**config.mk**
```make
export PLATFORM = sky130hd
export DESIGN_NAME = ddr3_rd_arbiter_flat
export DESIGN_NICKNAME = d
export VERILOG_FILES = /design/src/rtl/ddr3_rd_arbiter_pkg.sv /design/src/rtl/ddr3_rd_arbiter_if.sv /design/src/rtl/ddr3_rd_arbiter_rr_arb2.sv /design/src/rtl/ddr3_rd_arbiter.sv /design/src/flat_wrapper.sv
export SDC_FILE = /design/constraint.sdc
export NUM_CORES = 1
export LEC_CHECK = 0
export CAP_MARGIN = 20
export CORE_AREA = 2 2 106 108
export CTS_CLUSTER_SIZE = 20
export DETAILED_ROUTE_END_ITERATION = 6
export DIE_AREA = 0 0 108 110
export DONT_BUFFER_PORTS = 1
export GPL_TIMING_DRIVEN = 0
export MAX_ROUTING_LAYER = met4
export PLACE_DENSITY_LB_ADDON = 0.25
export REMOVE_ABC_BUFFERS = 1
export SYNTH_ARGS = -nofsm -noshare
export SYNTH_HDL_FRONTEND = slang
export SYNTH_HIERARCHICAL = 1
export SYNTH_SLANG_ARGS = --single-unit
```
**constraint.sdc**
```tcl
create_clock -name clk -period 1.46 [get_ports clk]
set_input_delay 0.073 -clock clk [delete_from_list [all_inputs] [get_ports clk]]
set_output_delay 0.073 -clock clk [all_outputs]
set_load 0.05 [all_outputs]
```
**src/rtl/ddr3_rd_arbiter_pkg.sv**
```systemverilog
// Shared types and constants for the two-master DDR3 read-path arbiter.
package ddr3_rd_arbiter_pkg;

  localparam int ID_W_DEF   = 4;
  localparam int ADDR_W_DEF = 32;
  localparam int DATA_W_DEF = 32;

  typedef enum logic [1:0] {
    IDLE = 2'd0,
    ADDR = 2'd1,
    DATA = 2'd2
  } state_e;

  localparam logic [1:0] RESP_OKAY   = 2'b00;
  localparam logic [1:0] RESP_SLVERR = 2'b10;

endpackage

```
**src/rtl/ddr3_rd_arbiter_if.sv**
```systemverilog
// AXI read address + read data channel pair; master drives AR and R READY.
interface ddr3_rd_arbiter_if
  import ddr3_rd_arbiter_pkg::*;
#(
  parameter int ID_W   = ID_W_DEF,
  parameter int ADDR_W = ADDR_W_DEF,
  parameter int DATA_W = DATA_W_DEF
);
  logic [ID_W-1:0]   RD_ADDR_ID;
  logic [ADDR_W-1:0] RD_ADDR;
  logic [7:0]        RD_ADDR_LEN;
  logic [1:0]        RD_ADDR_BURST;
  logic              RD_ADDR_VALID;
  logic              RD_ADDR_READY;

  logic [ID_W-1:0]   RD_BACK_ID;
  logic [DATA_W-1:0] RD_DATA;
  logic [1:0]        RD_DATA_RESP;
  logic              RD_DATA_LAST;
  logic              RD_DATA_VALID;
  logic              RD_DATA_READY;

  modport master (
    output RD_ADDR_ID, RD_ADDR, RD_ADDR_LEN, RD_ADDR_BURST, RD_ADDR_VALID,
    input  RD_ADDR_READY,
    input  RD_BACK_ID, RD_DATA, RD_DATA_RESP, RD_DATA_LAST, RD_DATA_VALID,
    output RD_DATA_READY
  );

  modport slave (
    input  RD_ADDR_ID, RD_ADDR, RD_ADDR_LEN, RD_ADDR_BURST, RD_ADDR_VALID,
    output RD_ADDR_READY,
    output RD_BACK_ID, RD_DATA, RD_DATA_RESP, RD_DATA_LAST, RD_DATA_VALID,
    input  RD_DATA_READY
  );

endinterface

```
**src/rtl/ddr3_rd_arbiter_rr_arb2.sv**
```systemverilog
// Combinational 2-way round-robin pick; the last-grant pointer lives in the caller.
module rr_arb2 (
  input  logic [1:0] i_req,
  input  logic       i_last_grant,
  output logic       o_gnt,
  output logic       o_gnt_valid
);

  always_comb begin
    o_gnt_valid = |i_req;
    case (i_req)
      2'b01:   o_gnt = 1'b0;
      2'b10:   o_gnt = 1'b1;
      2'b11:   o_gnt = ~i_last_grant;
      default: o_gnt = i_last_grant;
    endcase
  end

endmodule

```
**src/rtl/ddr3_rd_arbiter.sv**
```systemverilog
// Two-master round-robin arbiter sharing one DDR3 AXI read channel pair.
// One grant per burst: forward the AR, then route R beats until LAST.
module ddr3_rd_arbiter
  import ddr3_rd_arbiter_pkg::*;
#(
  parameter int ID_W   = ID_W_DEF,
  parameter int ADDR_W = ADDR_W_DEF,
  parameter int DATA_W = DATA_W_DEF
) (
  input  logic              clk,
  input  logic              rst,
  ddr3_rd_arbiter_if.slave  m0,
  ddr3_rd_arbiter_if.slave  m1,
  ddr3_rd_arbiter_if.master s,
  output logic              grant_o,
  output logic              busy_o,
  output logic              proto_err
);

  state_e            r_state;
  state_e            w_state_nxt;
  logic              r_grant;
  logic [8:0]        r_beat_cnt;
  logic [7:0]        r_len_q;
  logic              r_proto_err;

  logic              w_arb_gnt;
  logic              w_arb_valid;
  logic [ID_W-1:0]   w_ar_id;
  logic [ADDR_W-1:0] w_ar_addr;
  logic [7:0]        w_ar_len;
  logic [1:0]        w_ar_burst;
  logic              w_ar_valid;
  logic              w_ar_hs;
  logic [ID_W-1:0]   w_r_id;
  logic [DATA_W-1:0] w_r_data;
  logic              w_gnt_rready;
  logic              w_r_hs;
  logic              w_r_err;

  rr_arb2 u_rr_arb2 (
    .i_req        ({m1.RD_ADDR_VALID, m0.RD_ADDR_VALID}),
    .i_last_grant (r_grant),
    .o_gnt        (w_arb_gnt),
    .o_gnt_valid  (w_arb_valid)
  );

  assign w_ar_id      = r_grant ? m1.RD_ADDR_ID    : m0.RD_ADDR_ID;
  assign w_ar_addr    = r_grant ? m1.RD_ADDR       : m0.RD_ADDR;
  assign w_ar_len     = r_grant ? m1.RD_ADDR_LEN   : m0.RD_ADDR_LEN;
  assign w_ar_burst   = r_grant ? m1.RD_ADDR_BURST : m0.RD_ADDR_BURST;
  assign w_ar_valid   = r_grant ? m1.RD_ADDR_VALID : m0.RD_ADDR_VALID;
  assign w_gnt_rready = r_grant ? m1.RD_DATA_READY : m0.RD_DATA_READY;
  assign w_r_id       = s.RD_BACK_ID;
  assign w_r_data     = s.RD_DATA;

  assign w_ar_hs = (r_state == ADDR) && w_ar_valid && s.RD_ADDR_READY;
  assign w_r_hs  = (r_state == DATA) && s.RD_DATA_VALID && w_gnt_rready;
  // A burst is well formed only if LAST lands exactly on beat index LEN.
  assign w_r_err = s.RD_DATA_LAST ? (r_beat_cnt != {1'b0, r_len_q})
                                  : (r_beat_cnt == {1'b0, r_len_q});

  // NOTE: every output is defaulted before the case so no path leaves it unassigned and no latch is inferred.
  always_comb begin
    w_state_nxt      = r_state;
    s.RD_ADDR_ID     = '0;
    s.RD_ADDR        = '0;
    s.RD_ADDR_LEN    = '0;
    s.RD_ADDR_BURST  = '0;
    s.RD_ADDR_VALID  = 1'b0;
    s.RD_DATA_READY  = 1'b0;
    m0.RD_ADDR_READY = 1'b0;
    m0.RD_BACK_ID    = '0;
    m0.RD_DATA       = '0;
    m0.RD_DATA_RESP  = '0;
    m0.RD_DATA_LAST  = 1'b0;
    m0.RD_DATA_VALID = 1'b0;
    m1.RD_ADDR_READY = 1'b0;
    m1.RD_BACK_ID    = '0;
    m1.RD_DATA       = '0;
    m1.RD_DATA_RESP  = '0;
    m1.RD_DATA_LAST  = 1'b0;
    m1.RD_DATA_VALID = 1'b0;
    // Reset silences every handshake in the same cycle it is asserted.
    if (!rst) begin
      case (r_state)
        IDLE: if (w_arb_valid) w_state_nxt = ADDR;
        ADDR: begin
          s.RD_ADDR_ID    = w_ar_id;
          s.RD_ADDR       = w_ar_addr;
          s.RD_ADDR_LEN   = w_ar_len;
          s.RD_ADDR_BURST = w_ar_burst;
          s.RD_ADDR_VALID = w_ar_valid;
          if (r_grant) m1.RD_ADDR_READY = s.RD_ADDR_READY;
          else         m0.RD_ADDR_READY = s.RD_ADDR_READY;
          if (w_ar_hs) w_state_nxt = DATA;
        end
        DATA: begin
          s.RD_DATA_READY = w_gnt_rready;
          if (r_grant) begin
            m1.RD_BACK_ID    = w_r_id;
            m1.RD_DATA       = w_r_data;
            m1.RD_DATA_RESP  = s.RD_DATA_RESP;
            m1.RD_DATA_LAST  = s.RD_DATA_LAST;
            m1.RD_DATA_VALID = s.RD_DATA_VALID;
          end else begin
            m0.RD_BACK_ID    = w_r_id;
            m0.RD_DATA       = w_r_data;
            m0.RD_DATA_RESP  = s.RD_DATA_RESP;
            m0.RD_DATA_LAST  = s.RD_DATA_LAST;
            m0.RD_DATA_VALID = s.RD_DATA_VALID;
          end
          if (w_r_hs && s.RD_DATA_LAST) w_state_nxt = IDLE;
        end
        default: w_state_nxt = IDLE;
      endcase
    end
  end

  // NOTE: sequential state uses non-blocking assignments so every register samples pre-edge values.
  always_ff @(posedge clk) begin
    if (rst) begin
      r_state     <= IDLE;
      r_grant     <= 1'b1;
      r_beat_cnt  <= '0;
      r_len_q     <= '0;
      r_proto_err <= 1'b0;
    end else begin
      r_state <= w_state_nxt;
      if (r_state == IDLE && w_arb_valid) r_grant <= w_arb_gnt;
      if (w_ar_hs) begin
        r_len_q    <= w_ar_len;
        r_beat_cnt <= '0;
      end
      if (w_r_hs) begin
        r_beat_cnt <= r_beat_cnt + 9'd1;
        if (w_r_err) r_proto_err <= 1'b1;
      end
    end
  end

  assign grant_o   = r_grant;
  assign busy_o    = (r_state != IDLE);
  assign proto_err = r_proto_err;

endmodule

```
**src/flat_wrapper.sv**
```systemverilog
// flat-port wrapper written by rule: the top's interface ports become plain ports
module ddr3_rd_arbiter_flat import ddr3_rd_arbiter_pkg::*;
#(
  parameter int ID_W   = ID_W_DEF,
  parameter int ADDR_W = ADDR_W_DEF,
  parameter int DATA_W = DATA_W_DEF
)
  (clk, rst, grant_o, busy_o, proto_err, m0_RD_ADDR_ID, m0_RD_ADDR, m0_RD_ADDR_LEN, m0_RD_ADDR_BURST, m0_RD_ADDR_VALID, m0_RD_ADDR_READY, m0_RD_BACK_ID, m0_RD_DATA, m0_RD_DATA_RESP, m0_RD_DATA_LAST, m0_RD_DATA_VALID, m0_RD_DATA_READY, m1_RD_ADDR_ID, m1_RD_ADDR, m1_RD_ADDR_LEN, m1_RD_ADDR_BURST, m1_RD_ADDR_VALID, m1_RD_ADDR_READY, m1_RD_BACK_ID, m1_RD_DATA, m1_RD_DATA_RESP, m1_RD_DATA_LAST, m1_RD_DATA_VALID, m1_RD_DATA_READY, s_RD_ADDR_ID, s_RD_ADDR, s_RD_ADDR_LEN, s_RD_ADDR_BURST, s_RD_ADDR_VALID, s_RD_ADDR_READY, s_RD_BACK_ID, s_RD_DATA, s_RD_DATA_RESP, s_RD_DATA_LAST, s_RD_DATA_VALID, s_RD_DATA_READY);
  ddr3_rd_arbiter_if #(.ID_W(ID_W), .ADDR_W(ADDR_W), .DATA_W(DATA_W)) m0_i ();
  ddr3_rd_arbiter_if #(.ID_W(ID_W), .ADDR_W(ADDR_W), .DATA_W(DATA_W)) m1_i ();
  ddr3_rd_arbiter_if #(.ID_W(ID_W), .ADDR_W(ADDR_W), .DATA_W(DATA_W)) s_i ();
  input  logic clk;
  input  logic rst;
  output logic grant_o;
  output logic busy_o;
  output logic proto_err;
  input wire logic [$bits(m0_i.RD_ADDR_ID)-1:0] m0_RD_ADDR_ID;
  input wire logic [$bits(m0_i.RD_ADDR)-1:0] m0_RD_ADDR;
  input wire logic [$bits(m0_i.RD_ADDR_LEN)-1:0] m0_RD_ADDR_LEN;
  input wire logic [$bits(m0_i.RD_ADDR_BURST)-1:0] m0_RD_ADDR_BURST;
  input wire logic [$bits(m0_i.RD_ADDR_VALID)-1:0] m0_RD_ADDR_VALID;
  output wire logic [$bits(m0_i.RD_ADDR_READY)-1:0] m0_RD_ADDR_READY;
  output wire logic [$bits(m0_i.RD_BACK_ID)-1:0] m0_RD_BACK_ID;
  output wire logic [$bits(m0_i.RD_DATA)-1:0] m0_RD_DATA;
  output wire logic [$bits(m0_i.RD_DATA_RESP)-1:0] m0_RD_DATA_RESP;
  output wire logic [$bits(m0_i.RD_DATA_LAST)-1:0] m0_RD_DATA_LAST;
  output wire logic [$bits(m0_i.RD_DATA_VALID)-1:0] m0_RD_DATA_VALID;
  input wire logic [$bits(m0_i.RD_DATA_READY)-1:0] m0_RD_DATA_READY;
  input wire logic [$bits(m1_i.RD_ADDR_ID)-1:0] m1_RD_ADDR_ID;
  input wire logic [$bits(m1_i.RD_ADDR)-1:0] m1_RD_ADDR;
  input wire logic [$bits(m1_i.RD_ADDR_LEN)-1:0] m1_RD_ADDR_LEN;
  input wire logic [$bits(m1_i.RD_ADDR_BURST)-1:0] m1_RD_ADDR_BURST;
  input wire logic [$bits(m1_i.RD_ADDR_VALID)-1:0] m1_RD_ADDR_VALID;
  output wire logic [$bits(m1_i.RD_ADDR_READY)-1:0] m1_RD_ADDR_READY;
  output wire logic [$bits(m1_i.RD_BACK_ID)-1:0] m1_RD_BACK_ID;
  output wire logic [$bits(m1_i.RD_DATA)-1:0] m1_RD_DATA;
  output wire logic [$bits(m1_i.RD_DATA_RESP)-1:0] m1_RD_DATA_RESP;
  output wire logic [$bits(m1_i.RD_DATA_LAST)-1:0] m1_RD_DATA_LAST;
  output wire logic [$bits(m1_i.RD_DATA_VALID)-1:0] m1_RD_DATA_VALID;
  input wire logic [$bits(m1_i.RD_DATA_READY)-1:0] m1_RD_DATA_READY;
  output wire logic [$bits(s_i.RD_ADDR_ID)-1:0] s_RD_ADDR_ID;
  output wire logic [$bits(s_i.RD_ADDR)-1:0] s_RD_ADDR;
  output wire logic [$bits(s_i.RD_ADDR_LEN)-1:0] s_RD_ADDR_LEN;
  output wire logic [$bits(s_i.RD_ADDR_BURST)-1:0] s_RD_ADDR_BURST;
  output wire logic [$bits(s_i.RD_ADDR_VALID)-1:0] s_RD_ADDR_VALID;
  input wire logic [$bits(s_i.RD_ADDR_READY)-1:0] s_RD_ADDR_READY;
  input wire logic [$bits(s_i.RD_BACK_ID)-1:0] s_RD_BACK_ID;
  input wire logic [$bits(s_i.RD_DATA)-1:0] s_RD_DATA;
  input wire logic [$bits(s_i.RD_DATA_RESP)-1:0] s_RD_DATA_RESP;
  input wire logic [$bits(s_i.RD_DATA_LAST)-1:0] s_RD_DATA_LAST;
  input wire logic [$bits(s_i.RD_DATA_VALID)-1:0] s_RD_DATA_VALID;
  output wire logic [$bits(s_i.RD_DATA_READY)-1:0] s_RD_DATA_READY;
  assign m0_i.RD_ADDR_ID = m0_RD_ADDR_ID;
  assign m0_i.RD_ADDR = m0_RD_ADDR;
  assign m0_i.RD_ADDR_LEN = m0_RD_ADDR_LEN;
  assign m0_i.RD_ADDR_BURST = m0_RD_ADDR_BURST;
  assign m0_i.RD_ADDR_VALID = m0_RD_ADDR_VALID;
  assign m0_RD_ADDR_READY = m0_i.RD_ADDR_READY;
  assign m0_RD_BACK_ID = m0_i.RD_BACK_ID;
  assign m0_RD_DATA = m0_i.RD_DATA;
  assign m0_RD_DATA_RESP = m0_i.RD_DATA_RESP;
  assign m0_RD_DATA_LAST = m0_i.RD_DATA_LAST;
  assign m0_RD_DATA_VALID = m0_i.RD_DATA_VALID;
  assign m0_i.RD_DATA_READY = m0_RD_DATA_READY;
  assign m1_i.RD_ADDR_ID = m1_RD_ADDR_ID;
  assign m1_i.RD_ADDR = m1_RD_ADDR;
  assign m1_i.RD_ADDR_LEN = m1_RD_ADDR_LEN;
  assign m1_i.RD_ADDR_BURST = m1_RD_ADDR_BURST;
  assign m1_i.RD_ADDR_VALID = m1_RD_ADDR_VALID;
  assign m1_RD_ADDR_READY = m1_i.RD_ADDR_READY;
  assign m1_RD_BACK_ID = m1_i.RD_BACK_ID;
  assign m1_RD_DATA = m1_i.RD_DATA;
  assign m1_RD_DATA_RESP = m1_i.RD_DATA_RESP;
  assign m1_RD_DATA_LAST = m1_i.RD_DATA_LAST;
  assign m1_RD_DATA_VALID = m1_i.RD_DATA_VALID;
  assign m1_i.RD_DATA_READY = m1_RD_DATA_READY;
  assign s_RD_ADDR_ID = s_i.RD_ADDR_ID;
  assign s_RD_ADDR = s_i.RD_ADDR;
  assign s_RD_ADDR_LEN = s_i.RD_ADDR_LEN;
  assign s_RD_ADDR_BURST = s_i.RD_ADDR_BURST;
  assign s_RD_ADDR_VALID = s_i.RD_ADDR_VALID;
  assign s_i.RD_ADDR_READY = s_RD_ADDR_READY;
  assign s_i.RD_BACK_ID = s_RD_BACK_ID;
  assign s_i.RD_DATA = s_RD_DATA;
  assign s_i.RD_DATA_RESP = s_RD_DATA_RESP;
  assign s_i.RD_DATA_LAST = s_RD_DATA_LAST;
  assign s_i.RD_DATA_VALID = s_RD_DATA_VALID;
  assign s_RD_DATA_READY = s_i.RD_DATA_READY;
  ddr3_rd_arbiter #(.ID_W(ID_W), .ADDR_W(ADDR_W), .DATA_W(DATA_W)) u_core (.clk(clk), .rst(rst), .m0(m0_i), .m1(m1_i), .s(s_i), .grant_o(grant_o), .busy_o(busy_o), .proto_err(proto_err));
endmodule
```
* Word level (Yosys, flattened, before mapping)
Cells that the tools add are included.
** Word-level totals
- Input bits :: 139
- Word-level logic and storage cells :: 93
- Register bits after elaboration :: 21
- Output and inout port bits :: 133
** Cells by class
- Mux-type cells :: 62
- Reduce and logical (&&, ||, !) cells :: 14
- $add $sub $neg :: 1
- Bitwise operators :: 1
- Equality and inequality tests :: 10
** Operators with widths (number)
- 32-bit 2-to-1 mux :: 9
- 4-bit 2-to-1 mux :: 9
- 1-bit 2-to-1 mux :: 25
- 2-bit 2-to-1 mux :: 12
- 8-bit 2-to-1 mux :: 3
- 9-bit 2-to-1 mux :: 2
- 9-bit by 1-bit adder with 9-bit output, second input constant :: 1
- 9-bit by 8-bit == test with 1-bit output :: 1
- 9-bit by 8-bit inequality test with 1-bit output :: 1
- 2-bit == test, second input constant :: 3
- 1-bit logical AND :: 6
- 2-bit case mux with 3 select lines :: 1
- 2-bit by 1-bit == test with 1-bit output, second input constant :: 2
- 2-bit by 1-bit inequality test with 1-bit output, second input constant :: 2
- 2-bit AND reduction :: 2
- 2-bit nonzero test :: 2
- 1-bit case mux with 3 select lines :: 1
- 3-bit AND reduction :: 1
- 3-bit nonzero test :: 1
- 2-bit zero test :: 1
- 2-bit inequality test, second input constant :: 1
- 2-bit OR reduction :: 1
- 1-bit NOT :: 1

* Depth between registers and ports, before layout
- Depth in word-level cells :: 6
- Depth in mapped cells :: 6
- Depth with buffers taken out :: 5

* Cells and area by module
The synthesis kept the hierarchy.
** Modules (own cells, without submodules)
- ddr3_rd_arbiter :: cells an instance 317, seq. area each 420.4 µm², area each 2323.5 µm², times used 1
- rr_arb2 :: cells an instance 3, seq. area each 0.0 µm², area each 20.0 µm², times used 1

* Worst setup path before layout
Ideal clock, no wire load.
- Path type :: flip-flop to output port
- Start :: register u_core.r_grant (netlist: u_core/grant_o)
- End :: output port m0_RD_ADDR_READY
- Arrival :: 2.295 ns
- Buffers on the path :: 3
- Path slack :: -0.908 ns
- Data required time :: 1.387 ns
- Cell stages (with the launch flop) :: 5
- Cells stage by stage :: dfxtp_1 -> buf_6 -> buf_2 -> buf_2 -> nor3b_1
** Between the ends
- Longest elaborated chain between the ends :: 3
** Ends and longest elaborated chain
- start: declaration :: line ddr3_rd_arbiter.sv:22 : logic r_grant;
- start signal: assignment :: line ddr3_rd_arbiter.sv:130 : if (r_state == IDLE && w_arb_valid) r_grant <= w_arb_gnt;
- 1-bit 2-to-1 mux :: line ddr3_rd_arbiter.sv:94 : if (r_grant) m1.RD_ADDR_READY = s.RD_ADDR_READY;
- 1-bit 2-to-1 mux :: line ddr3_rd_arbiter.sv:86 : case (r_state)
- 1-bit 2-to-1 mux :: line ddr3_rd_arbiter.sv:85 : if (!rst) begin
- end: declaration :: line flat_wrapper.sv:22 : output wire logic [$bits(m0_i.RD_ADDR_READY)-1:0] m0_RD_ADDR_READY;
No other way between the ends.

* Final worst setup path
- Start :: register u_core.r_len_q[2]
- End :: register u_core.r_proto_err (netlist: u_core/proto_err)
** Between the ends
- Longest elaborated chain between the ends :: 3
- Elaborated cells on any way between the ends :: 4
- Those cells by class :: 2 x eq/ne; 1 x mux; 1 x reduce/logical
** Ends and longest elaborated chain
- start: declaration :: line ddr3_rd_arbiter.sv:24 : logic [7:0] r_len_q;
- start signal: assignment :: line ddr3_rd_arbiter.sv:132 : r_len_q <= w_ar_len;
- 9-bit by 8-bit == test with 1-bit output or 9-bit by 8-bit inequality test with 1-bit output (tied branches) :: line ddr3_rd_arbiter.sv:61, ddr3_rd_arbiter.sv:60
- 1-bit 2-to-1 mux * :: line ddr3_rd_arbiter.sv:60 : assign w_r_err = s.RD_DATA_LAST ? (r_beat_cnt != {1'b0, r_len_q})
- 2-bit AND reduction (no line) *
- end signal: assignment :: line ddr3_rd_arbiter.sv:127 : r_proto_err <= 1'b0;
- end signal: assignment :: line ddr3_rd_arbiter.sv:137 : if (w_r_err) r_proto_err <= 1'b1;
- end: declaration :: line ddr3_rd_arbiter.sv:25 : logic r_proto_err;
Every way passes the cells marked *; elsewhere a longest branch is shown, timed or not.
A chain may end at the register's enable or synchronous reset.

==> parameters.txt <==
Parameter                              Value

Floorplanning
  Area of the die ... 11880 um^2
  I/O Pins ... 272
  Die extent in y ... 110 um
  Core Box Area ... 10700 um^2
  DIE WIDTH ... 108 um
  Initial core utilization ... 21.91%
  Std-Cell Rows ... 38

Worst setup path
  Worst setup path start ... u_core/r_len_q[2]$_SDFFE_PP0P_
  CP Depth ... 4
  Critical path data required time ... 1600 ps
  Cells along the critical path ... xor2_1 -> nor4_2 -> a211oi_2 -> or4_1
  Kind of launch point of the worst setup path ... flop
  Type of destination of the critical path ... flop
  Crit Path Max Fanout ... 2
  Buffering stage count on the worst path with inverters included ... 0
  Crit path largest cell delay ... 530 ps
  Cell class contributing the biggest share of worst-path delay ... simple AND/OR/NAND/NOR gates
  Critical Path Slowest Stage Cell ... sky130_fd_sc_hd__or4_1
  Setup CP Type ... flop to flop
  Data arrival time of the worst path ... 1850 ps
  Worst reg2reg setup slack ... -250 ps
  Worst R2R Path Depth ... 4
  Startpoint of the lowest-slack register-to-register path ... u_core/r_len_q[2]$_SDFFE_PP0P_

Power and ir drop
  Switching fraction of total power ... 45.65%
  P_int ... 1.503 mW
  Leak pwr ... 1.643 nW
  Post-layout total power ... 2.765 mW
  Clock power frac ... 14.2%
  Net switching power ... 1.262 mW
  Total power divided by cell area ... 622.6 nW/um^2
  Seq pwr share ... 22.8%
  Max rail drop VDD ... 0.3716 mV
  Logic pwr share ... 63.0%

Place
  Port buffer count ... 0
  HPWL after DPL ... 7398 um
  Dpl cell area ... 2481 um^2
  GPL Wtd Cong ... 0.8072

Drt
  Detailed-routing iteration count for the pre-antenna-repair pass ... 4
  Vias ... 2656
  WL per Instance ... 25.32 um
  Number of design rule violations left after detail routing ... 0
  Total length of routed wires ... 12640 um
  Antenna-violating nets left ... 0
  Violation count after the first detailed-routing iteration ... 153
  Detail-routed via count per cell ... 5.323

Synth
  Cells taking the most area after synthesis ... sky130_fd_sc_hd__and2_1 22%, sky130_fd_sc_hd__mux2i_1 20%, sky130_fd_sc_hd__dfxtp_1 18%, sky130_fd_sc_hd__nor2_1 9.5%, sky130_fd_sc_hd__xor2_1 3.4%
  Post-synthesis sequential element count ... 21
  Synth warnings ... 6
  Portion of the post-synthesis area used by sequential elements ... 17.94%
  Count of flip-flops with a built-in enable after synthesis ... 0
  Leading cell types by count after synthesis ... 83 x sky130_fd_sc_hd__and2_1, 59 x sky130_fd_sc_hd__nor2_1, 47 x sky130_fd_sc_hd__mux2i_1
  Proportion of register bits with asynchronous set or reset after synthesis ... 0%
  Yosys top cell area share ... 22.16%
  Most numerous cell in the Yosys netlist ... sky130_fd_sc_hd__and2_1
  Mapped Area ... 2343 um^2
  Synthesized area per cell ... 7.323 um^2
  Library cells used by synthesis ... 37
  Post-Synthesis Cells ... 320
  Leading area contributor after synthesis ... sky130_fd_sc_hd__and2_1
  Main synth FF type ... sky130_fd_sc_hd__dfxtp_1

Clock network
  Number of H-tree branching levels ... 1
  Clock transition at the registers of the reported paths ... 80 ps
  CTS Buf Count ... 3
  Clock latency at the later pin of the worst-skew pair ... 260 ps
  Max clock buf depth ... 2
  TritonCTS clock tree ... done
  CTS Root Cell ... sky130_fd_sc_hd__clkbuf_8
  Number of sinks driven by the clock tree ... 21

Global routing
  GR Layer Usage met1 ... 21.02%
  First-pass GRT wire length ... 16320 um
  Met3 usage ... 2.646%
  GRT Residual Overflow ... 0
  GRT Resource Usage Total ... 19.37%
  Most heavily used metal layer in global routing ... met2
  Met2 Track Usage GR ... 38.81%
  Vias in the first global route ... 2558
  Initial antenna violation count ... 0
  Pin count of the biggest net entering global routing ... 30

Finish
  Fill cell instance count of the final layout ... 989
  Synth-to-Final Area Change ... 89.48%
  Post-route cell area ... 4441 um^2
  Final design utilization ... 41.51%
  Antenna cell count ... 0
  Fraction of final layout cells with drive strength greater than 1 ... 77.16%
  Net count, final ... 500

STA
  Worst Setup Slack, final ... -253.5 ps
  Slew HR ... 26.13%
  Worst Tran Pin Value ... 1104 ps
  F_max ... 583.6 MHz
  Post-Route Setup TNS ... -20560 ps
  Hold Violations, Final ... 0
  Final Critical Period ... 1713 ps
  Setup clock skew after layout ... 4.320 ps
  Period utilization ... 117.4%
  Number of failing setup endpoints in the final timing report ... 145
  Max Transition Viols Final ... 0
  Unrepaired setup endpoints after global routing ... true

Hold path
  Hold Path Class ... primary input to flop
  Hold Crit Depth ... 2
  Worst hold start ... rst

Outcome
  Status ... complete, but fails checks
  Violations in the final reports ... setup timing

Run
  Max-cap check violation count ... 0
## sequential cells by signal, summed over array words and instances (netlist names)
name / cells
u_core/r_len_q: 8
u_core/r_state: 2
u_core/grant_o: 1
u_core/proto_err: 1
u_core/r_beat_cnt: 9
## layout make-up
| class | instances | area [um^2] | share of cell area [%] |
|---|---|---|---|
| clock buffers | 4 | 45.04 | 1.014 |
| well taps | 140 | 175.2 | 3.945 |
| repair buffers | 51 | 779.5 | 17.55 |
| inverters | 3 | 11.26 | 0.2536 |
| multi-input cells | 280 | 2994 | 67.43 |
| flip-flops and latches | 21 | 435.4 | 9.806 |
## path summary, 6_finish.rpt
check / end
worst min register to register: u_core/r_len_q[3]$_SDFFE_PP0P_
worst min-delay path: u_core/proto_err$_SDFFE_PP0P_
worst max-delay path: u_core/proto_err$_SDFFE_PP0P_
worst max register to register: u_core/proto_err$_SDFFE_PP0P_
## repair_timing
item	4_1_cts	5_1_grt
hold buffers	2	0
endpoints found under the setup margin	151	150
hold endpoints to repair	20	0
resized for setup	359	53
pin swaps	119	51
gates cloned	14	6
buffers inserted	26	11
## power groups by stage
stage               Sequential (mW)  Combinational, mW  Clock [mW]
floorplan                     0.701              0.690           0
finish                        0.630               1.74       0.394
global route                  0.633               1.81       0.430
CTS                           0.624               1.63       0.405
detailed placement            0.637              0.852           0
global placement              0.717              0.770           0
## cells by family after synthesis
logic type | after synthesis | synth area share [%]
buf+inv | 27 | 5.285
fa+ha+maj | 1 | 0.5338
simple gates | 185 | 42.71
mux | 50 | 22.32
xor+xnor | 11 | 4.111
compound gates | 25 | 7.100
flops | 21 | 17.94
## cell usage in the layout, fill, tap and decap left out, drive strengths merged, types with 4 or more instances in the layout
cell type and count:
and2 86, dfxtp 21, nor3 10, nand2 8, a211oi 9, mux2i 48, clkbuf 8, nand3 4
xor2 9, buf 45, nor2 59, a21oi 6
## through the flow
stage,std cells,hold WS (ps),setup WS (ps)
finish,499,51.72,-253.5
global route,499,66.83,-302.9
CTS,486,41.49,-237.1
detailed placement,440,148.9,-740.2
global placement,436,147.2,-3862
floorplan,296,142.1,-3003
## layer usage
| metal | share of wire [%] | up-vias | routed length, um |
|---|---|---|---|
| li1 | - | 1174 | - |
| met3 | 6.3 | 8 | 797 |
| met1 | 36 | 1299 | 4557 |
| met2 | 57 | 175 | 7157 |
| met4 | 0.97 | 0 | 123 |
| met5 | 0 | - | 0 |
Power figures use the tool's default switching activity.
